<file path="src/rtl/zext_accum_ctrl_pkg.sv">
// Shared definitions for the zero-extending block accumulator:
// controller state encoding and the extended-sample width.
package zext_accum_ctrl_pkg;

  localparam int EXT_W = 3;

  typedef enum logic [1:0] {
    ST_IDLE  = 2'd0,
    ST_ACCUM = 2'd1,
    ST_DONE  = 2'd2
  } state_t;

endpackage

</file>
<file path="src/rtl/zext_accum_ctrl_zext.sv">
// ZeroExtend2to3: widens an unsigned 2-bit sample to the extended-sample width.
module ZeroExtend2to3
  import zext_accum_ctrl_pkg::*;
(
  input  logic [1:0]       din_i,
  output logic [EXT_W-1:0] dout_o
);

  assign dout_o = {1'b0, din_i};

endmodule

</file>
<file path="src/rtl/zext_accum_ctrl.sv">
// Accumulates COUNT zero-extended 2-bit samples per start request and
// presents the modulo-2^SUM_W sum on a valid/ready output handshake.
module zext_accum_ctrl
  import zext_accum_ctrl_pkg::*;
#(
  parameter int COUNT = 4,
  parameter int SUM_W = 5
) (
  input  logic             clk,
  input  logic             rst,
  input  logic             start,
  input  logic             in_valid,
  output logic             in_ready,
  input  logic [1:0]       in_data,
  output logic             out_valid,
  input  logic             out_ready,
  output logic [SUM_W-1:0] out_sum,
  output logic             busy
);

  localparam int CNT_W = $clog2(COUNT + 1);
  localparam logic [CNT_W-1:0] LAST = CNT_W'(COUNT - 1);

  state_t           state_q, state_d;
  logic [SUM_W-1:0] acc_q, acc_d;
  logic [SUM_W-1:0] sum_q, sum_d;
  logic [CNT_W-1:0] cnt_q, cnt_d;
  logic [EXT_W-1:0] ext;
  logic [SUM_W-1:0] acc_add;
  logic             accept;

  ZeroExtend2to3 u_zext (
    .din_i  (in_data),
    .dout_o (ext)
  );

  // Handshake outputs decode registered state only; no path from in_valid.
  assign in_ready  = (state_q == ST_ACCUM);
  assign out_valid = (state_q == ST_DONE);
  assign busy      = (state_q != ST_IDLE);
  assign out_sum   = sum_q;

  assign accept  = in_ready & in_valid;
  assign acc_add = acc_q + SUM_W'(ext);

  always_comb begin
    state_d = state_q;
    acc_d   = acc_q;
    cnt_d   = cnt_q;
    sum_d   = sum_q;
    case (state_q)
      ST_IDLE: begin
        if (start) begin
          acc_d   = '0;
          cnt_d   = '0;
          state_d = ST_ACCUM;
        end
      end
      ST_ACCUM: begin
        if (accept) begin
          acc_d = acc_add;
          cnt_d = cnt_q + 1'b1;
          // Final sample: latch the sum including it and stop accepting.
          if (cnt_q == LAST) begin
            sum_d   = acc_add;
            state_d = ST_DONE;
          end
        end
      end
      ST_DONE: begin
        if (out_ready) state_d = ST_IDLE;
      end
      default: state_d = ST_IDLE;
    endcase
  end

  always_ff @(posedge clk) begin
    if (rst) begin
      state_q <= ST_IDLE;
      acc_q   <= '0;
      cnt_q   <= '0;
      sum_q   <= '0;
    end else begin
      state_q <= state_d;
      acc_q   <= acc_d;
      cnt_q   <= cnt_d;
      sum_q   <= sum_d;
    end
  end

endmodule

</file>
<file path="config.mk">
export PLATFORM = sky130hd
export DESIGN_NAME = zext_accum_ctrl
export DESIGN_NICKNAME = d
export VERILOG_FILES = /design/src/rtl/zext_accum_ctrl_pkg.sv /design/src/rtl/zext_accum_ctrl_zext.sv /design/src/rtl/zext_accum_ctrl.sv
export SDC_FILE = /design/constraint.sdc
export NUM_CORES = 1
export LEC_CHECK = 0
export CAP_MARGIN = 20
export CORE_MARGIN = 3
export CORE_UTILIZATION = 35
export DETAILED_ROUTE_END_ITERATION = 10
export GPL_ROUTABILITY_DRIVEN = 0
export PLACE_DENSITY = 0.64
export SLEW_MARGIN = 20
export SYNTH_ARGS = -nofsm -noshare
export SYNTH_HDL_FRONTEND = slang
export SYNTH_SLANG_ARGS = --single-unit
export TNS_END_PERCENT = 20
</file>
<file path="constraint.sdc">
create_clock -name clk -period 1.81 [get_ports clk]
set_clock_uncertainty 0.2 [all_clocks]
set_input_delay 0.362 -clock clk [delete_from_list [all_inputs] [get_ports clk]]
set_output_delay 0.362 -clock clk [all_outputs]
set_load 0.03 [all_outputs]
</file>
==> flow_summary_export.csv, run 1 <==
group,metric,value,unit
worst_hold_path,hp-class,"reg2reg",
synth,synth-edff-count,0,
placed_design,io_buffer_count,14,
synth,synth_area,783.3,um^2
global_route,grt_pass1_vias,639,
synth,synth_cells,83,
power_and_ir_drop,intPower,0.0004613,W
route,routed_via_density,4.924,
floorplanning,fp.coreArea,0.002042,mm^2
timing,setup_viol,0,
finish,drive_above_1_share,0.2571,
synth,syn_avg_cell_area,9.437,um^2
timing,min_period,1784,ps
route,drtAntennaViolNets,0,
synth,yosysWarnings,0,
synth,synth_largest_area_cell,"dfxtp_1",
power_and_ir_drop,powerDensity,600.1,mW/mm^2
floorplanning,die_h,53.31,um
run_status,status,"completed",
floorplanning,io_pins,15,
setup_path,arrival,1740,ps
synth,synthTopCellsByCount,"dfxtp_1 (15), nor2_1 (8), a21oi_1 (6)",
route,vias,650,
synth,ys_seq_elements,15,
power_and_ir_drop,vdd_drop_max,0.3197,mV
global_route,grt-ovfl-total,0,
timing,period_share,0.9859,
cts,cts-htree-levels,1,
power_and_ir_drop,clkPwrFrac,0.312,
floorplanning,initial_core_util,0.3836,
synth,ys.flop_type,"dfxtp_1",
cts,clkSinkCount,15,
synth,async_flop_share,0,
setup_path,cp_max_fo,5,
floorplanning,die_w,53.31,um
timing,worst_pin_slew,312.6,ps
power_and_ir_drop,p_switching,0.0001514,W
timing,drv_slew,0,
placed_design,place_ws,-489.8,ps
timing,finalHoldViolations,0,
synth,synth_top_area_frac,0.3834,
synth,synthTopCellsByArea,"dfxtp_1 (38%), ha_1 (6.4%), buf_6 (4.3%), a21oi_1 (3.8%), a211oi_1 (3.8%)",
timing,fmax,0.5604,GHz
cts,cts_buffer_depth,2,
cts,cts_tree,"yes",
power_and_ir_drop,leakage,0.4181,nW
route,drt-initial-drc-count,6,
floorplanning,std_cell_rows,16,
cts,cts_root_buf,"clkbuf_4",
cts,clk_pin_slew,90,ps
route,wl_per_cell,12.65,um
global_route,antenna_found_initial,0,
power_and_ir_drop,seq_power_share,0.559,
timing,fin_ws,25.51,ps
power_and_ir_drop,p_comb_frac,0.129,
floorplanning,dieArea,0.002841,mm^2
timing,rsz0062_at_grt,"yes",
route,wl,1.670,mm
global_route,grt_max_degree,15,
synth,ys_types,32,
power_and_ir_drop,p_sw_frac,0.2471,
synth,yosysMostFrequentCell,"dfxtp_1",
setup_path,endpoint_kind,"register",
finish,post-route-util,0.5000,
global_route,gr-usage-all-layers,0.1368,
cts,clock_latency,280,ps
finish,syn_to_final_growth,30.35,%
timing,relSlewSlack,0.7909,
finish,num_antenna_cells,0,
finish,multi_input_area,446.7,um^2
route,dr.pass1.iters,4,
setup_path,crit_type,"in2reg",
synth,synth_fp_nets,95,
route,drc,0,
setup_path,start_kind,"primary input",
job,drv_cap,0,
setup_path,critPathRequiredTime,1770,ps
finish,n_fill_cell,215,
finish,seqCellArea,301.5,um^2
synth,synth-seq-area-share,0.3834,
cts,cts_buffers,3,
global_route,grt_pass1_wl,2.842,mm
finish,layout.nets,118,
placed_design,hpwl,1.217,mm
==> path summary, 6_finish.rpt <==
kind,startpoint,end,slack (ps),cells past startpoint
max,in_data[0],acc_q[4],30,6
min,cnt_q[2],cnt_q[2],280,2
max reg2reg,cnt_q[0],out_sum[4],130,6
min reg2reg,cnt_q[2],cnt_q[2],280,2
==> cells in the final DEF (no fill, tap or decap), types with 2 or more instances in the layout <==
cell,netlist,routed
nand3_1,3,2
ha_1,4,3
a211oi_1,4,3
dfxtp_1,15,14
clkbuf_4,0,3
o21ai_0,5,5
inv_1,3,3
mux2i_1,2,2
dlygate4sd2_1,0,5
clkdlybuf4s50_1,0,6
nor2b_1,3,3
buf_4,2,13
nor2_1,8,8
nand2_1,5,5
nand2b_1,2,2
a21oi_1,6,6
==> flip-flops by register name, indices dropped and copies added, names as in the netlist <==
name / flops
acc_q: 5
cnt_q: 3
out_sum: 5
state_q: 2
==> worst max-delay path, stage by stage <==
cell             delay (ps)
clkdlybuf4s50_1         410
ha_2                    190
fa_2                    390
buf_4                   160
a41oi_2                 170
a311oi_2                 50
==> repair_timing <==
action                     4_1_cts  5_1_grt
setup endpoints to repair        9        8
buffers inserted                 1        0
hold buffers                     0        0
resized for setup                9        3
pin swaps                        3        4
==> cell type report <==
cell class              instances  area share
multi-input cells              59      0.4375
flip-flops and latches         15      0.2953
repair buffers                 24      0.1973
inverters                       3     0.01103
well taps                      27     0.03309
clock buffers                   4     0.02574
==> through the flow <==
stage | instances | power [W] | setup TNS, ps | hold WS [ps] | area (um^2)
after global routing | 132 | 0.0006393 | -81.79 | 313.2 | 1021
final | 132 | 0.0006127 | 0 | 280.2 | 1021
after detailed placement | 127 | 0.0004259 | -2720 | 270.0 | 964.7
after global placement | 127 | 0.0004254 | -2337 | 256.4 | 964.7
after CTS | 132 | 0.0006205 | -3.714 | 283.4 | 1007
after floorplan | 83 | 0.0003935 | 0 | 229.9 | 783.3
==> logic make-up (layout without fill, tap and decap cells) <==
logic type      after synthesis  after routing  share of synthesized area
simple gates                 28             28                     0.1901
fa+ha+maj                     5              5                    0.08946
buf+inv                       9             31                    0.08146
flops                        15             15                     0.3834
xor+xnor                      2              2                    0.02237
compound gates               21             21                     0.1901
mux                           3              3                    0.04313
==> layer usage <==
| metal | part of all wire | GRT usage | vias to the layer above |
|---|---|---|---|
| met3 | 0.036 | 0.05070 | 2 |
| met2 | 0.49 | 0.2265 | 10 |
| met4 | 0.0060 | 0.02553 | 0 |
| met1 | 0.46 | 0.1684 | 298 |
| li1 | - | - | 340 |
| met5 | 0 | 0 | - |
==> power by group through the flow <==
| stage | clock network (W) | logic (W) | registers [W] |
|---|---|---|---|
| 2_1_floorplan | 0 | 0.0000478 | 0.000346 |
| 4_1_cts | 0.000200 | 0.0000789 | 0.000342 |
| 6_report | 0.000191 | 0.0000792 | 0.000342 |
| 3_3_place_gp | 0 | 0.0000758 | 0.000350 |
| 5_1_grt | 0.000207 | 0.0000891 | 0.000343 |
| 3_5_place_dp | 0 | 0.0000763 | 0.000350 |
(Power assumes the default switching activity.)
==> run 2: changes to the inputs <==
--- a/config.mk
+++ b/config.mk
@@ -6,11 +6,11 @@
 export NUM_CORES = 1
 export LEC_CHECK = 0
 export CAP_MARGIN = 20
-export CORE_MARGIN = 3
-export CORE_UTILIZATION = 35
+export CORE_MARGIN = 1.5
+export CORE_UTILIZATION = 30
 export DETAILED_ROUTE_END_ITERATION = 10
 export GPL_ROUTABILITY_DRIVEN = 0
-export PLACE_DENSITY = 0.64
+export PLACE_DENSITY = 0.57
 export SLEW_MARGIN = 20
 export SYNTH_ARGS = -nofsm -noshare
 export SYNTH_HDL_FRONTEND = slang
==> run 2 against run 1 <==
Effect of this change:
- flip-flop and latch count stayed put
- via count is 0.15% higher
- setup slack better by 43 ps
- sequential share of layout area is 0.45 points lower
- hold slack worse by 2.0 ps
- non-clock buffer count is 1 higher
==> flow_summary_export.csv, run 2 (same netlist as run 1, synthesis figures left out) <==
group,metric,value,unit
run_status,status,"completed",
timing,worst_pin_slew,354.5,ps
finish,post-route-util,0.4202,
power_and_ir_drop,leakage,0.4315,nW
floorplanning,initial_core_util,0.3162,
global_route,gr-usage-all-layers,0.1253,
timing,fmax,0.5743,GHz
timing,min_period,1741,ps
placed_design,hpwl,1.125,mm
finish,layout_common_cells,"dfxtp_1 (13), buf_4 (12), nor2_1 (8)",
placed_design,io_buffer_count,14,
job,drv_cap,0,
power_and_ir_drop,powerDensity,602.6,mW/mm^2
setup_path,arrival,1710,ps
timing,drv_slew,0,
route,drc,0,
finish,num_antenna_cells,0,
floorplanning,dieArea,0.002926,mm^2
cts,clkSinkCount,15,
route,wl,1.570,mm
cts,cts_buffers,3,
route,routed_via_density,4.787,
route,wl_per_cell,11.54,um
timing,hold_ws,278.2,ps
setup_path,cpLargestDelayFamily,"buffers and inverters",
floorplanning,fp.coreArea,0.002477,mm^2
setup_path,max_stage_delay,470,ps
setup_path,crit_type,"in2reg",
finish,syn_to_final_growth,32.91,%
setup_path,crit_cells,5,
route,vias,651,
setup_path,timing.rr.start,"acc_q[0]",
setup_path,endpoint_kind,"register",
cts,ctsHoldBuffers,0,
finish,n_fill_cell,271,
route,drtAntennaViolNets,0,
setup_path,cp_max_fo,5,
setup_path,cp-startpoint,"in_data[1]",
cts,clk_pin_slew,100,ps
global_route,grt_pass1_wl,2.573,mm
setup_path,cp_cell_sequence,"clkdlybuf4s50_1 > fa_2 > buf_6 > a41oi_2 > a311oi_2",
cts,cts_tree,"yes",
finish,layout.nets,119,
power_and_ir_drop,p_total,0.0006273,W
finish,final_common_cell,"dfxtp_1",
timing,finalHoldViolations,0,
floorplanning,die_w,54.10,um
cts,cts_root_buf,"clkbuf_4",
placed_design,place_ws,-439.4,ps
timing,setup_viol,0,
floorplanning,io_pins,15,
route,drt-initial-drc-count,5,
power_and_ir_drop,vdd_drop_max,0.6019,mV
setup_path,slowest_stage,"clkdlybuf4s50_1",
timing,fin_tns_setup,0,ps
worst_hold_path,min_from,"cnt_q[0]",
setup_path,cp_num_buf_inv,2,
setup_path,rr_worst_depth,5,
worst_hold_path,min_delay_path_depth,1,
cts,cts_buffer_depth,2,
timing,rsz0062_at_grt,"no",
floorplanning,die_h,54.10,um
timing,fin_ws,68.62,ps
setup_path,critPathRequiredTime,1780,ps
timing,period_share,0.9621,
cts,clock_latency,290,ps
floorplanning,std_cell_rows,18,
finish,drive_above_1_share,0.2642,
timing,relSlewSlack,0.7630,
global_route,grt_pass1_vias,594,
global_route,grt_max_degree,15,
route,dr.pass1.iters,4,
cts,cts-htree-levels,1,
setup_path,start_kind,"primary input",
global_route,antenna_found_initial,0,
worst_hold_path,hp-class,"reg2reg",
global_route,grt-ovfl-total,0,
## run 2: worst paths after layout
path | endpoint | slack (ps)
worst max register to register | acc_q[4] | 150
worst min register to register | cnt_q[0] | 280
worst min-delay path | cnt_q[0] | 280
worst max-delay path | acc_q[4] | 70
## run 2: layout make-up
| class | instances | area (um^2) | area share |
|---|---|---|---|
| Multi-Input combinational cell | 59 | 434.2 | 0.4171 |
| Sequential cell | 15 | 302.8 | 0.2909 |
| Timing Repair Buffer | 25 | 227.7 | 0.2187 |
| Tap cell | 30 | 37.54 | 0.03606 |
| Clock buffer | 3 | 22.52 | 0.02163 |
| Inverter | 3 | 11.26 | 0.01082 |
| Clock inverter | 1 | 5.005 | 0.004808 |
## run 2: what timing repair did
| action | in CTS | in global routing |
|---|---|---|
| endpoints found under the hold margin | 0 | 0 |
| setup buffers | 0 | 1 |
| pin swaps | 0 | 4 |
| setup endpoints to repair | 11 | 5 |
| resized for setup | 7 | 6 |
## run 2: metal layers
metal  GRT usage  vias to the layer above  part of all wire
met5           0                        -                 0
met4     0.02500                        0            0.0064
met3     0.05833                        2             0.056
met2      0.1951                       13              0.45
met1      0.1588                      294              0.48
li1            -                      342                 -
## run 2: power by group
group          switching (W)  internal [W]  total [W]
Sequential        0.00000651      0.000336   0.000342
Clock               0.000117     0.0000823   0.000199
Combinational      0.0000408     0.0000456  0.0000864
## run 2: worst reg2reg max path, cell delays in order (launching register included)
cell      delay, ps
dfxtp_1         320
ha_2            200
fa_2            420
buf_6           140
a41oi_2         190
a311oi_2         70
## run 2: per-stage QoR
step                      cells  area (um^2)
after global routing        136         1041
after global placement      131        988.4
after CTS                   135         1013
after detailed placement    131        988.4
after floorplan              83        783.3
final                       136         1041
==> run 3: changes to the inputs <==
--- a/config.mk
+++ b/config.mk
@@ -7,10 +7,10 @@
 export LEC_CHECK = 0
 export CAP_MARGIN = 20
 export CORE_MARGIN = 1.5
-export CORE_UTILIZATION = 30
+export CORE_UTILIZATION = 49
 export DETAILED_ROUTE_END_ITERATION = 10
 export GPL_ROUTABILITY_DRIVEN = 0
-export PLACE_DENSITY = 0.57
+export PLACE_DENSITY = 0.82
 export SLEW_MARGIN = 20
 export SYNTH_ARGS = -nofsm -noshare
 export SYNTH_HDL_FRONTEND = slang
==> run 3 against run 2 <==
Effect of this change:
- combinational power is 7.6% lower
- largest cell class unchanged
- flip-flop and latch count is the same
- clock-buffer cell count up 1
- register-to-register slack improved by 30 ps
- via count increased by 0.31%
- highest routed layer unchanged
- wire length is 3.1% lower
- cell area is 6.3% lower
==> flow_summary_export.csv, run 3 (same netlist as run 1, synthesis figures left out) <==
group,metric,value,unit
power_and_ir_drop,powerDensity,632.4,mW/mm^2
floorplanning,std_cell_rows,14,
power_and_ir_drop,seq_power_share,0.555,
finish,layout.nets,116,
route,wl_per_cell,12.78,um
route,drt-initial-drc-count,19,
setup_path,start_kind,"primary input",
timing,rsz0062_at_grt,"yes",
timing,fmax,0.5582,GHz
timing,period_share,0.9898,
worst_hold_path,hp-class,"reg2reg",
setup_path,endpoint_kind,"register",
worst_hold_path,min_from,"cnt_q[1]",
timing,relSlewSlack,0.7983,
floorplanning,io_pins,15,
cts,clock_latency,280,ps
setup_path,cp-startpoint,"in_data[0]",
setup_path,cp_max_fo,5,
timing,worst_pin_slew,302.1,ps
power_and_ir_drop,leakage,0.4001,nW
timing,setup_viol,0,
floorplanning,fp.coreArea,0.001506,mm^2
floorplanning,initial_core_util,0.5199,
route,drc,0,
setup_path,ff2ff_setup_slack,180,ps
route,dr.pass1.iters,4,
global_route,grt-ovfl-total,0,
global_route,grt_pass1_vias,624,
timing,fin_tns_setup,0,ps
finish,num_antenna_cells,0,
finish,layout_common_cells,"dfxtp_1 (13), buf_4 (11), nor2_1 (8)",
power_and_ir_drop,vdd_drop_max,0.3350,mV
setup_path,critPathRequiredTime,1770,ps
finish,seqCellArea,302.8,um^2
finish,syn_to_final_growth,24.60,%
cts,cts-htree-levels,1,
finish,multi_input_area,429.2,um^2
floorplanning,die_w,42.98,um
job,drv_cap,0,
global_route,antenna_found_initial,0,
finish,final_common_cell,"dfxtp_1",
setup_path,reg2reg_to,"acc_q[4]",
finish,fin_cells,119,
power_and_ir_drop,p_comb_frac,0.129,
power_and_ir_drop,p_sw_frac,0.2519,
global_route,grt_pass1_wl,2.656,mm
cts,cts_buffers,3,
cts,cts_tree,"yes",
power_and_ir_drop,intPower,0.0004618,W
setup_path,rr_worst_depth,5,
global_route,grt_max_degree,15,
power_and_ir_drop,p_total,0.0006172,W
cts,cts_buffer_depth,2,
cts,cts_root_buf,"clkbuf_4",
timing,drv_slew,0,
placed_design,place_inst,115,
worst_hold_path,min_delay_path_depth,2,
placed_design,io_buffer_count,14,
finish,drive_above_1_share,0.2233,
cts,clk_pin_slew,90,ps
timing,min_period,1791,ps
timing,finalHoldViolations,0,
floorplanning,die_h,42.98,um
worst_hold_path,hold_end,"cnt_q[1]",
cts,post_cts_buffers,0,
power_and_ir_drop,clkPwrFrac,0.316,
cts,ctsHoldBuffers,0,
setup_path,timing.rr.start,"acc_q[0]",
route,wl,1.521,mm
finish,n_fill_cell,133,
route,routed_via_density,5.487,
setup_path,crit_type,"in2reg",
power_and_ir_drop,p_switching,0.0001554,W
run_status,status,"completed",
setup_path,arrival,1750,ps
route,vias,653,
global_route,gr-usage-all-layers,0.1847,
floorplanning,dieArea,0.001847,mm^2
placed_design,hpwl,1.198,mm
cts,clkSinkCount,15,
route,drtAntennaViolNets,0,
run 3: through the flow:
stage                 util  setup slack (ps)  hold slack [ps]  instance area, um^2
floorplan                -             66.25            229.9                783.3
global placement    0.6262            -368.4            260.3                943.4
detailed placement  0.6262            -425.0            268.9                943.4
CTS                 0.6462            -19.95            282.7                973.4
global route        0.6478            -29.47            314.6                975.9
finish              0.6478             18.53            285.5                975.9
run 3: how the worst max path moves through the flow:
| stage | endpoint | depth (start not counted) |
|---|---|---|
| global placement | acc_q[4] | 6 |
| detailed placement | acc_q[4] | 6 |
| CTS | acc_q[4] | 6 |
| global route | acc_q[4] | 6 |
| floorplan | acc_q[4] | 5 |
| finish | acc_q[4] | 6 |
run 3: power by group through the flow:
stage	registers, W	clock network [W]	logic, W
2_1_floorplan	0.000346	0	0.0000478
3_3_place_gp	0.000349	0	0.0000766
3_5_place_dp	0.000350	0	0.0000781
4_1_cts	0.000342	0.000198	0.0000800
5_1_grt	0.000344	0.000211	0.0000875
6_report	0.000343	0.000195	0.0000798
run 3: layer usage:
metal | global-route usage | wire length [um] | up-vias
met5 | 0 | 0 | -
met4 | 0.01818 | 8 | 0
met3 | 0.02553 | 66 | 2
met2 | 0.3394 | 770 | 19
met1 | 0.2361 | 675 | 302
li1 | - | - | 330
run 3: layout make-up:
type | count | share of cell area
multi-input combinational | 59 | 0.4397
sequential | 15 | 0.3103
timing repair buffer | 22 | 0.1910
clock buffer | 4 | 0.02692
tap | 16 | 0.02051
inverter | 3 | 0.01154
run 3: timing repair:
item | 4_1_cts | 5_1_grt
resized for setup | 8 | 2
setup endpoints to repair | 9 | 7
cloned | 0 | 0
pin swaps | 1 | 3
run 3: critical path, stage by stage:
cell and delay, ps:
clkdlybuf4s50_1 410, ha_2 190, fa_2 390, buf_4 160, a41oi_2 180, a311oi_2 60
